===== config.mk =====
export PLATFORM = sky130hd
export DESIGN_NAME = nec_ir_decoder_flat
export DESIGN_NICKNAME = d
export VERILOG_FILES = /design/src/rtl/nec_ir_decoder_if.sv /design/src/rtl/nec_ir_decoder.sv /design/src/flat_wrapper.sv
export SDC_FILE = /design/constraint.sdc
export NUM_CORES = 1
export LEC_CHECK = 0
export CORE_MARGIN = 1.5
export CORE_UTILIZATION = 42
export DETAILED_ROUTE_END_ITERATION = 7
export GPL_TIMING_DRIVEN = 0
export PLACE_DENSITY_LB_ADDON = 0.2
export SLEW_MARGIN = 5
export SYNTH_ARGS = -nofsm -noshare
export SYNTH_HDL_FRONTEND = slang
export SYNTH_SLANG_ARGS = --single-unit

===== constraint.sdc =====
create_clock -name clk -period 2.32 [get_ports clk]
set_input_delay 0.464 -clock clk [delete_from_list [all_inputs] [get_ports clk]]
set_output_delay 0.464 -clock clk [all_outputs]
set_load 0.03 [all_outputs]

===== src/rtl/nec_ir_decoder_if.sv =====
// NEC IR decoder bus: raw receiver pin in, decoded word and event pulses out.
interface nec_ir_decoder_if;
  logic        ir_rx;
  logic [31:0] ir_command;
  logic        ir_data_ready;
  logic        ir_repeat;
  logic        frame_error;

  modport master (
    input  ir_rx,
    output ir_command,
    output ir_data_ready,
    output ir_repeat,
    output frame_error
  );

  modport slave (
    output ir_rx,
    input  ir_command,
    input  ir_data_ready,
    input  ir_repeat,
    input  frame_error
  );
endinterface


===== src/rtl/nec_ir_decoder.sv =====
// NEC extended-address IR frame decoder with us edge timing.
// Define NEC_CHECK_EN to require command == ~inverted command.
module nec_ir_decoder #(
  parameter int CLKS_PER_US   = 50,
  parameter bit IR_ACTIVE_LOW = 1'b1
) (
  input logic             clk,
  input logic             reset,
  nec_ir_decoder_if.master bus
);

  localparam int   PW      = (CLKS_PER_US > 1) ? $clog2(CLKS_PER_US) : 1;
  localparam logic IDLE_LV = IR_ACTIVE_LOW;
  localparam logic [PW-1:0] P_LAST = PW'(CLKS_PER_US - 1);

  typedef enum logic [2:0] {
    IDLE,
    LEAD_MARK,
    LEAD_SPACE,
    BIT_MARK,
    BIT_SPACE,
    CHECK,
    RPT_MARK
  } state_t;

  logic          s1_q, s2_q, prev_q;
  logic [PW-1:0] presc_q;
  logic [13:0]   dur_q;
  state_t        state_q;
  logic [5:0]    cnt_q;
  logic [31:0]   sh_q;
  logic [31:0]   cmd_q;
  logic          dr_q, rp_q, fe_q;

  logic edge_s;
  logic mark_s;
  logic chk_ok;
  logic tmo;

  assign edge_s = s2_q ^ prev_q;
  assign mark_s = s2_q ^ IDLE_LV;
  assign tmo    = (state_q != IDLE) && !edge_s
                  && (dur_q > 14'd12000);

`ifdef NEC_CHECK_EN
  assign chk_ok = (sh_q[31:24] == ~sh_q[23:16]);
`else
  assign chk_ok = 1'b1;
`endif

  function automatic logic win(
    input logic [13:0] d,
    input logic [13:0] lo,
    input logic [13:0] hi
  );
    return (d >= lo) && (d <= hi);
  endfunction

  always_ff @(posedge clk) begin
    if (reset) begin
      s1_q   <= IDLE_LV;
      s2_q   <= IDLE_LV;
      prev_q <= IDLE_LV;
    end else begin
      s1_q   <= bus.ir_rx;
      s2_q   <= s1_q;
      prev_q <= s2_q;
    end
  end

  // dur counts whole microseconds since the last edge
  always_ff @(posedge clk) begin
    if (reset || edge_s) begin
      presc_q <= '0;
      dur_q   <= '0;
    end else if (presc_q == P_LAST) begin
      presc_q <= '0;
      if (dur_q != 14'h3FFF)
        dur_q <= dur_q + 14'd1;
    end else begin
      presc_q <= presc_q + PW'(1);
    end
  end

  always_ff @(posedge clk) begin
    if (reset) begin
      state_q <= IDLE;
      cnt_q   <= '0;
      sh_q    <= '0;
      cmd_q   <= '0;
      dr_q    <= 1'b0;
      rp_q    <= 1'b0;
      fe_q    <= 1'b0;
    end else begin
      dr_q <= 1'b0;
      rp_q <= 1'b0;
      fe_q <= 1'b0;
      if (tmo) begin
        fe_q    <= 1'b1;
        state_q <= IDLE;
      end else begin
        unique case (state_q)
          IDLE: begin
            if (edge_s && mark_s)
              state_q <= LEAD_MARK;
          end
          LEAD_MARK: begin
            if (edge_s) begin
              if (win(dur_q, 14'd8000, 14'd10000)) begin
                state_q <= LEAD_SPACE;
              end else begin
                fe_q    <= 1'b1;
                state_q <= IDLE;
              end
            end
          end
          LEAD_SPACE: begin
            if (edge_s) begin
              if (win(dur_q, 14'd4000, 14'd5000)) begin
                cnt_q   <= '0;
                state_q <= BIT_MARK;
              end else if (win(dur_q, 14'd2000, 14'd2500)) begin
                state_q <= RPT_MARK;
              end else begin
                fe_q    <= 1'b1;
                state_q <= IDLE;
              end
            end
          end
          BIT_MARK: begin
            if (edge_s) begin
              if (!win(dur_q, 14'd400, 14'd700)) begin
                fe_q    <= 1'b1;
                state_q <= IDLE;
              end else if (cnt_q == 6'd32) begin
                state_q <= CHECK;
              end else begin
                state_q <= BIT_SPACE;
              end
            end
          end
          BIT_SPACE: begin
            if (edge_s) begin
              if (win(dur_q, 14'd400, 14'd700)) begin
                sh_q    <= {1'b0, sh_q[31:1]};
                cnt_q   <= cnt_q + 6'd1;
                state_q <= BIT_MARK;
              end else if (win(dur_q, 14'd1400, 14'd1900)) begin
                sh_q    <= {1'b1, sh_q[31:1]};
                cnt_q   <= cnt_q + 6'd1;
                state_q <= BIT_MARK;
              end else begin
                fe_q    <= 1'b1;
                state_q <= IDLE;
              end
            end
          end
          CHECK: begin
            state_q <= IDLE;
            if (chk_ok) begin
              cmd_q <= sh_q;
              dr_q  <= 1'b1;
            end else begin
              fe_q  <= 1'b1;
            end
          end
          RPT_MARK: begin
            if (edge_s) begin
              if (win(dur_q, 14'd400, 14'd700))
                rp_q <= 1'b1;
              else
                fe_q <= 1'b1;
              state_q <= IDLE;
            end
          end
          default: state_q <= IDLE;
        endcase
      end
    end
  end

  assign bus.ir_command    = cmd_q;
  assign bus.ir_data_ready = dr_q;
  assign bus.ir_repeat     = rp_q;
  assign bus.frame_error   = fe_q;

endmodule


===== src/flat_wrapper.sv =====
// flat-port wrapper written by rule: the top's interface ports become plain ports
module nec_ir_decoder_flat 
#(
  parameter int CLKS_PER_US   = 50,
  parameter bit IR_ACTIVE_LOW = 1'b1
)
  (clk, reset, bus_ir_rx, bus_ir_command, bus_ir_data_ready, bus_ir_repeat, bus_frame_error);
  nec_ir_decoder_if bus_i ();
  input logic clk;
  input logic reset;
  input wire logic [$bits(bus_i.ir_rx)-1:0] bus_ir_rx;
  output wire logic [$bits(bus_i.ir_command)-1:0] bus_ir_command;
  output wire logic [$bits(bus_i.ir_data_ready)-1:0] bus_ir_data_ready;
  output wire logic [$bits(bus_i.ir_repeat)-1:0] bus_ir_repeat;
  output wire logic [$bits(bus_i.frame_error)-1:0] bus_frame_error;
  assign bus_i.ir_rx = bus_ir_rx;
  assign bus_ir_command = bus_i.ir_command;
  assign bus_ir_data_ready = bus_i.ir_data_ready;
  assign bus_ir_repeat = bus_i.ir_repeat;
  assign bus_frame_error = bus_i.frame_error;
  nec_ir_decoder #(.CLKS_PER_US(CLKS_PER_US), .IR_ACTIVE_LOW(IR_ACTIVE_LOW)) u_core (.clk(clk), .reset(reset), .bus(bus_i));
endmodule

Word level (Yosys, flattened, before mapping) --
Cells that the tools add are included.
Storage, ports and cells: word-level logic and storage cells 107, register bits after elaboration 99, bits of input ports 3
Operators by class: magnitude comparators 11, bitwise gates (word level) 5, equal/unequal tests 17, muxes and demuxes 36, $add $sub $neg 3, reduce and logical (&&, ||, !) cells 23
Operators by type and width (number):
- 2-to-1 mux 32 bit | 2
- 2-to-1 mux 3 bit | 10
- 2-to-1 mux 6 bit | 5
- >= comparator 14 x 11 -> 1 bit, second input constant | 2
- one-hot mux 3 bit (6 select lines) | 1
- adder 14 x 1 -> 14 bit, second input constant | 1
- >= comparator 14 x 12 -> 1 bit, second input constant | 1
- >= comparator 14 x 13 -> 1 bit, second input constant | 1
- >= comparator 14 x 9 -> 1 bit, second input constant | 1
- > comparator 14 bit, second input constant | 1
- <= comparator 14 x 10 -> 1 bit, second input constant | 1
- <= comparator 14 x 11 -> 1 bit, second input constant | 1
- <= comparator 14 x 12 -> 1 bit, second input constant | 1
- <= comparator 14 x 13 -> 1 bit, second input constant | 1
- <= comparator 14 bit, second input constant | 1
- 2-to-1 mux 1 bit | 14
- != test 14 bit, second input constant | 1
- != test 2 x 1 -> 1 bit, second input constant | 7
- adder 6 x 1 -> 6 bit, second input constant | 2
- == test 6 bit, second input constant | 2
- one-hot mux 6 bit (2 select lines) | 1
- AND reduction 6 bit | 2
- == test 3 bit, second input constant | 3
- logical AND 1 bit | 8
- 16 further kinds | 25

Logic depth before layout (Yosys ltp) --
word-level depth 7, mapped depth 10

Worst setup path after synthesis --
No wires, ideal clock.
kind register -> register, from reg u_core.dur_q[0], to reg u_core.cnt_q[0], required time 2192 ps, data arrival time 2060 ps, clock period less this slack 2188 ps, stages on the path, launching flop included 10, setup slack 132 ps, cells stage by stage dfxtp_1 -> inv_1 -> ha_1 -> or4b_4 -> o2111ai_4 -> o32ai_4 -> buf_6 -> buf_6 -> o21ai_1 -> o41ai_1
On the way: longest elaborated chain between the ends 5, elaborated cells on any way between the ends 18, those cells by class 7 x order compare; 2 x eq/ne; 3 x mux; 1 x bitwise; 5 x reduce/logical
RTL lines:
- from (decl) | RTL line nec_ir_decoder.sv:28 | logic [13:0] dur_q;
- from (signal assigned) | RTL line nec_ir_decoder.sv:79 | dur_q <= dur_q + 14'd1;
- >= comparator 14 x 9 -> 1 bit / <= comparator 14 x 10 -> 1 bit (equally long branches) | RTL line nec_ir_decoder.sv:56 | return (d >= lo) && (d <= hi);
- logical AND 1 bit | RTL line nec_ir_decoder.sv:56
- 2-to-1 mux 6 bit | RTL line nec_ir_decoder.sv:144 | if (win(dur_q, 14'd400, 14'd700)) begin
- 2-to-1 mux 6 bit | RTL line nec_ir_decoder.sv:143 | if (edge_s) begin
- one-hot mux 6 bit (2 select lines) | RTL line nec_ir_decoder.sv:102 | unique case (state_q)
- to (signal assigned) | RTL line nec_ir_decoder.sv:146 | cnt_q <= cnt_q + 6'd1;
- to (signal assigned) | RTL line nec_ir_decoder.sv:150 | cnt_q <= cnt_q + 6'd1;
- to (decl) | RTL line nec_ir_decoder.sv:30 | logic [5:0] cnt_q;
Parallel ways exist; a longest one is shown, timed or not. The select of a mux whose other input is x is not followed. A chain may end at the register's enable or synchronous reset.

Worst setup path in the final report --
Same ends and word-level chain as after synthesis.

==> impl.org <==
** Floorplan
- The die is 106 um tall.
- Total Die Area :: 11300 um^2
- Core area :: 10300 um^2
- For this configuration, the core starts out at a cell density of 0.434.
- The floorplan has 37 rows.
- I/O pin count :: 38
- Die width :: 106 um

** Run status
- Outcome :: complete, no violations

** STA
- The hold violation total from the final report is 0.
- The tightest hold path in the finished design has a slack of 0.422 ns.
- Crit share post-route :: 0.973
- Derived from the worst setup path, the maximum achievable clock frequency is 443 MHz.
- Minimum clock period after layout :: 2.26 ns
- Setup violations remaining at the end of the flow were counted as 0.
- Max-slew violation count :: 0
- For the pin with the worst max-slew slack, the measured transition is 0.592 ns.
- Worst max-slew margin expressed relative to the limit :: 0.603
- Final Skew :: 0.00778 ns
- Setup repair after global routing could not meet its margin everywhere.

** Yosys
- The share of synthesized area in the top cell type comes to 0.443.
- Commonest cells post-synth :: sky130_fd_sc_hd__dfxtp_1 (99), sky130_fd_sc_hd__nand2_1 (86), sky130_fd_sc_hd__nor2_1 (65)
- In this run, synthesis produced a sequential element count of 99.
- Top flip-flop cell by instance count after synthesis :: sky130_fd_sc_hd__dfxtp_1
- Cell accounting for the most synthesized area :: sky130_fd_sc_hd__dfxtp_1
- In the post-synthesis netlist, the cell with the most instances is sky130_fd_sc_hd__dfxtp_1.
- Post-synthesis sequential area ratio :: 0.443
- Synthesized instance count :: 524
- Warnings from Yosys :: 0
- Synthesis produced a netlist with a net count of 534.
- Cells taking the most area after synthesis :: sky130_fd_sc_hd__dfxtp_1 (44%), sky130_fd_sc_hd__mux2i_1 (8.0%), sky130_fd_sc_hd__nand2_1 (7.2%)
- In this run the mean area of a mapped cell was 8.54 um^2.
- Yosys cell types :: 59
- In the synthesized netlist the async set-or-reset flop fraction comes to 0.
- Number of synthesized flops with an enable pin :: 0
- The mapped netlist covers 4480 um^2.

** Clock network
- TritonCTS clock tree :: yes
- Master cell of the clock root buffer :: sky130_fd_sc_hd__clkbuf_8
- For this design, the CTS-stage hold fixing added 0 buffers.
- The longest clock path from root to sink contains 2 buffers.
- Clock network latency to the later pin of the worst-skew pair :: 0.37 ns
- CTS clk-pin slew, worst paths :: 0.09 ns
- CTS buffer count :: 9
- Total number of H-tree levels :: 3
- CTS sink count :: 99

** Worst setup path
- Highest net fanout along the worst path :: 10
- STA classifies the critical path endpoint as a register.
- CP required :: 2.55 ns
- At the worst endpoint, the arrival time is 2.49 ns.
- CP Class :: register to register
- Startpoint type of the worst setup path :: register

** Power
- Peak supply drop :: 481 uV
- Total leakage power :: 1.78 nW
- In this run the power density over the cells is 553 nW/um^2.

** Global routing
- Initial antenna violation count :: 0
- Overall global routing resource usage :: 0.189
- For this run the aggregate overflow at the end of global routing stands at 0.
- First-pass GRT wire length :: 17100 um
- Via count of the first global-routing pass :: 3584
- Entering global routing, the biggest net connects 18 pins.

** Routing
- Post-DR wirelength/cell :: 14.0 um
- Antenna violation net count after detailed routing :: 0
- Violation count after the first detailed-routing iteration :: 165
- Routed via count :: 3838
- Using the TritonRoute via totals, the vias-per-cell ratio works out to 5.33.
- After detailed routing, the total wire length is 10100 um.
- Post-detailed-route DRC marker count :: 0
- Pre-antenna DRT Iters :: 4

** Finish
- Sequential cell area :: 1990 um^2
- In the final layout, the share of cells above drive strength 1 is 0.125.
- # fillers :: 969
- Post-layout utilization of the core :: 0.523
- Synthesis-to-layout area growth :: 20.7%
- Combined area of the multi-input logic cells :: 2330 um^2
- For this run, the post-layout net count is 589.
- Count of antenna diodes in the layout :: 0

** Hold path
- Worst min path class :: register to register

** Job
- The tool flagged a number of max-cap violations equal to 0.

** Placement
- Half-perimeter wire length of the detailed placement result :: 7020 um
- # port buffers :: 37
- GPL Wtd Cong :: 0.843
## per-stage QoR
stage	cells	power (mW)	TNS, ns	setup WS, ns	instance area [um^2]
after global placement	697	1.83	-11.11	-0.210	5020
after global routing	720	3.10	-0.0569	-0.0279	5400
final	720	2.99	0	0.0627	5400
after CTS	713	3.03	0	0.00213	5270
after floorplan	524	1.80	0	0.132	4480
after detailed placement	697	1.83	-10.47	-0.209	5020
## flip-flops by register name (all words and copies together), names as in the netlist
register,count
u_core.sh_q,32
u_core.s2_q,1
u_core.cnt_q,6
u_core.bus.ir_data_ready,1
u_core.dur_q,14
u_core.presc_q,6
u_core.s1_q,1
u_core.bus.ir_command,32
u_core.bus.ir_repeat,1
u_core.prev_q,1
u_core.state_q,3
u_core.bus.frame_error,1
## path summary, 6_finish.rpt
check / from / endpoint / slack [ns] / depth (start not counted)
hold / removal: u_core.s1_q / u_core.s2_q / 0.42 / 1
setup / recovery: u_core.dur_q[0] / u_core.cnt_q[0] / 0.06 / 9
setup reg to reg: u_core.dur_q[0] / u_core.cnt_q[0] / 0.06 / 9
hold reg to reg: u_core.s1_q / u_core.s2_q / 0.42 / 1
## metal layers
layer / vias up / wire length [um] / track usage
li1: 1908 / - / -
met1: 1800 / 4700 / 0.254
met2: 117 / 4690 / 0.292
met3: 13 / 558 / 0.0546
met4: 0 / 129 / 0.0560
met5: - / 0 / 0
## cells in the final DEF (no fill, tap or decap), types with 3 or more instances in the layout
master                            count
sky130_fd_sc_hd__inv_1               14
sky130_fd_sc_hd__a21oi_1             44
sky130_fd_sc_hd__o21ai_0              3
sky130_fd_sc_hd__nand4b_1             5
sky130_fd_sc_hd__buf_4               11
sky130_fd_sc_hd__o21ai_1              5
sky130_fd_sc_hd__clkdlybuf4s50_1     37
sky130_fd_sc_hd__nand4_1              5
sky130_fd_sc_hd__clkbuf_2             4
sky130_fd_sc_hd__nor4b_1              4
sky130_fd_sc_hd__o2111ai_1            3
sky130_fd_sc_hd__clkbuf_1            14
sky130_fd_sc_hd__xor2_1               4
sky130_fd_sc_hd__xnor2_1             12
sky130_fd_sc_hd__buf_2                6
sky130_fd_sc_hd__nand2b_1            10
sky130_fd_sc_hd__clkbuf_8            11
sky130_fd_sc_hd__or2_2                5
sky130_fd_sc_hd__dfxtp_1             96
sky130_fd_sc_hd__nand2_1             86
sky130_fd_sc_hd__ha_1                 5
sky130_fd_sc_hd__or4_1                3
sky130_fd_sc_hd__nor3_1              12
sky130_fd_sc_hd__mux2i_1             36
sky130_fd_sc_hd__nor2_1              64
sky130_fd_sc_hd__clkbuf_4             6
sky130_fd_sc_hd__nand3_1             17
sky130_fd_sc_hd__nor4_1               5
## layout make-up
class,instances,area share
multi-input cells,373,0.431
plain buffers,35,0.0357
repair buffers,46,0.0834
clock buffers,11,0.0280
clock inverters,5,0.0123
flip-flops and latches,99,0.368
inverters,15,0.0104
well taps,136,0.0315
## what timing repair did
action	4_1_cts	5_1_grt
pin swaps	1	7
setup buffers	1	8
resized for setup	11	18
endpoints found under the setup margin	65	72
## where the power goes
part / switching, mW / total (mW) / internal, mW
combinational: 0.0556 / 0.0803 / 0.0247
clock: 0.623 / 1.20 / 0.575
sequential: 0.00546 / 1.71 / 1.70
total: 0.684 / 2.99 / 2.30
## kinds of logic after synthesis
| kind of cell | after synthesis | synth area share |
|---|---|---|
| fa+ha+maj | 7 | 0.0196 |
| xor+xnor | 16 | 0.0313 |
| compound gates | 80 | 0.125 |
| flops | 99 | 0.443 |
| mux | 36 | 0.0805 |
| simple gates | 234 | 0.248 |
| buf+inv | 52 | 0.0525 |
## worst max-delay path, stage by stage (launching register included)
cell and delay, ns:
sky130_fd_sc_hd__dfxtp_2 0.36, sky130_fd_sc_hd__inv_1 0.09, sky130_fd_sc_hd__ha_4 0.19, sky130_fd_sc_hd__or4b_4 0.52
sky130_fd_sc_hd__o2111ai_4 0.27, sky130_fd_sc_hd__o32ai_4 0.16, sky130_fd_sc_hd__buf_6 0.16, sky130_fd_sc_hd__buf_6 0.15
sky130_fd_sc_hd__o21ai_1 0.13, sky130_fd_sc_hd__o41ai_1 0.09
(Power assumes the default switching activity.)
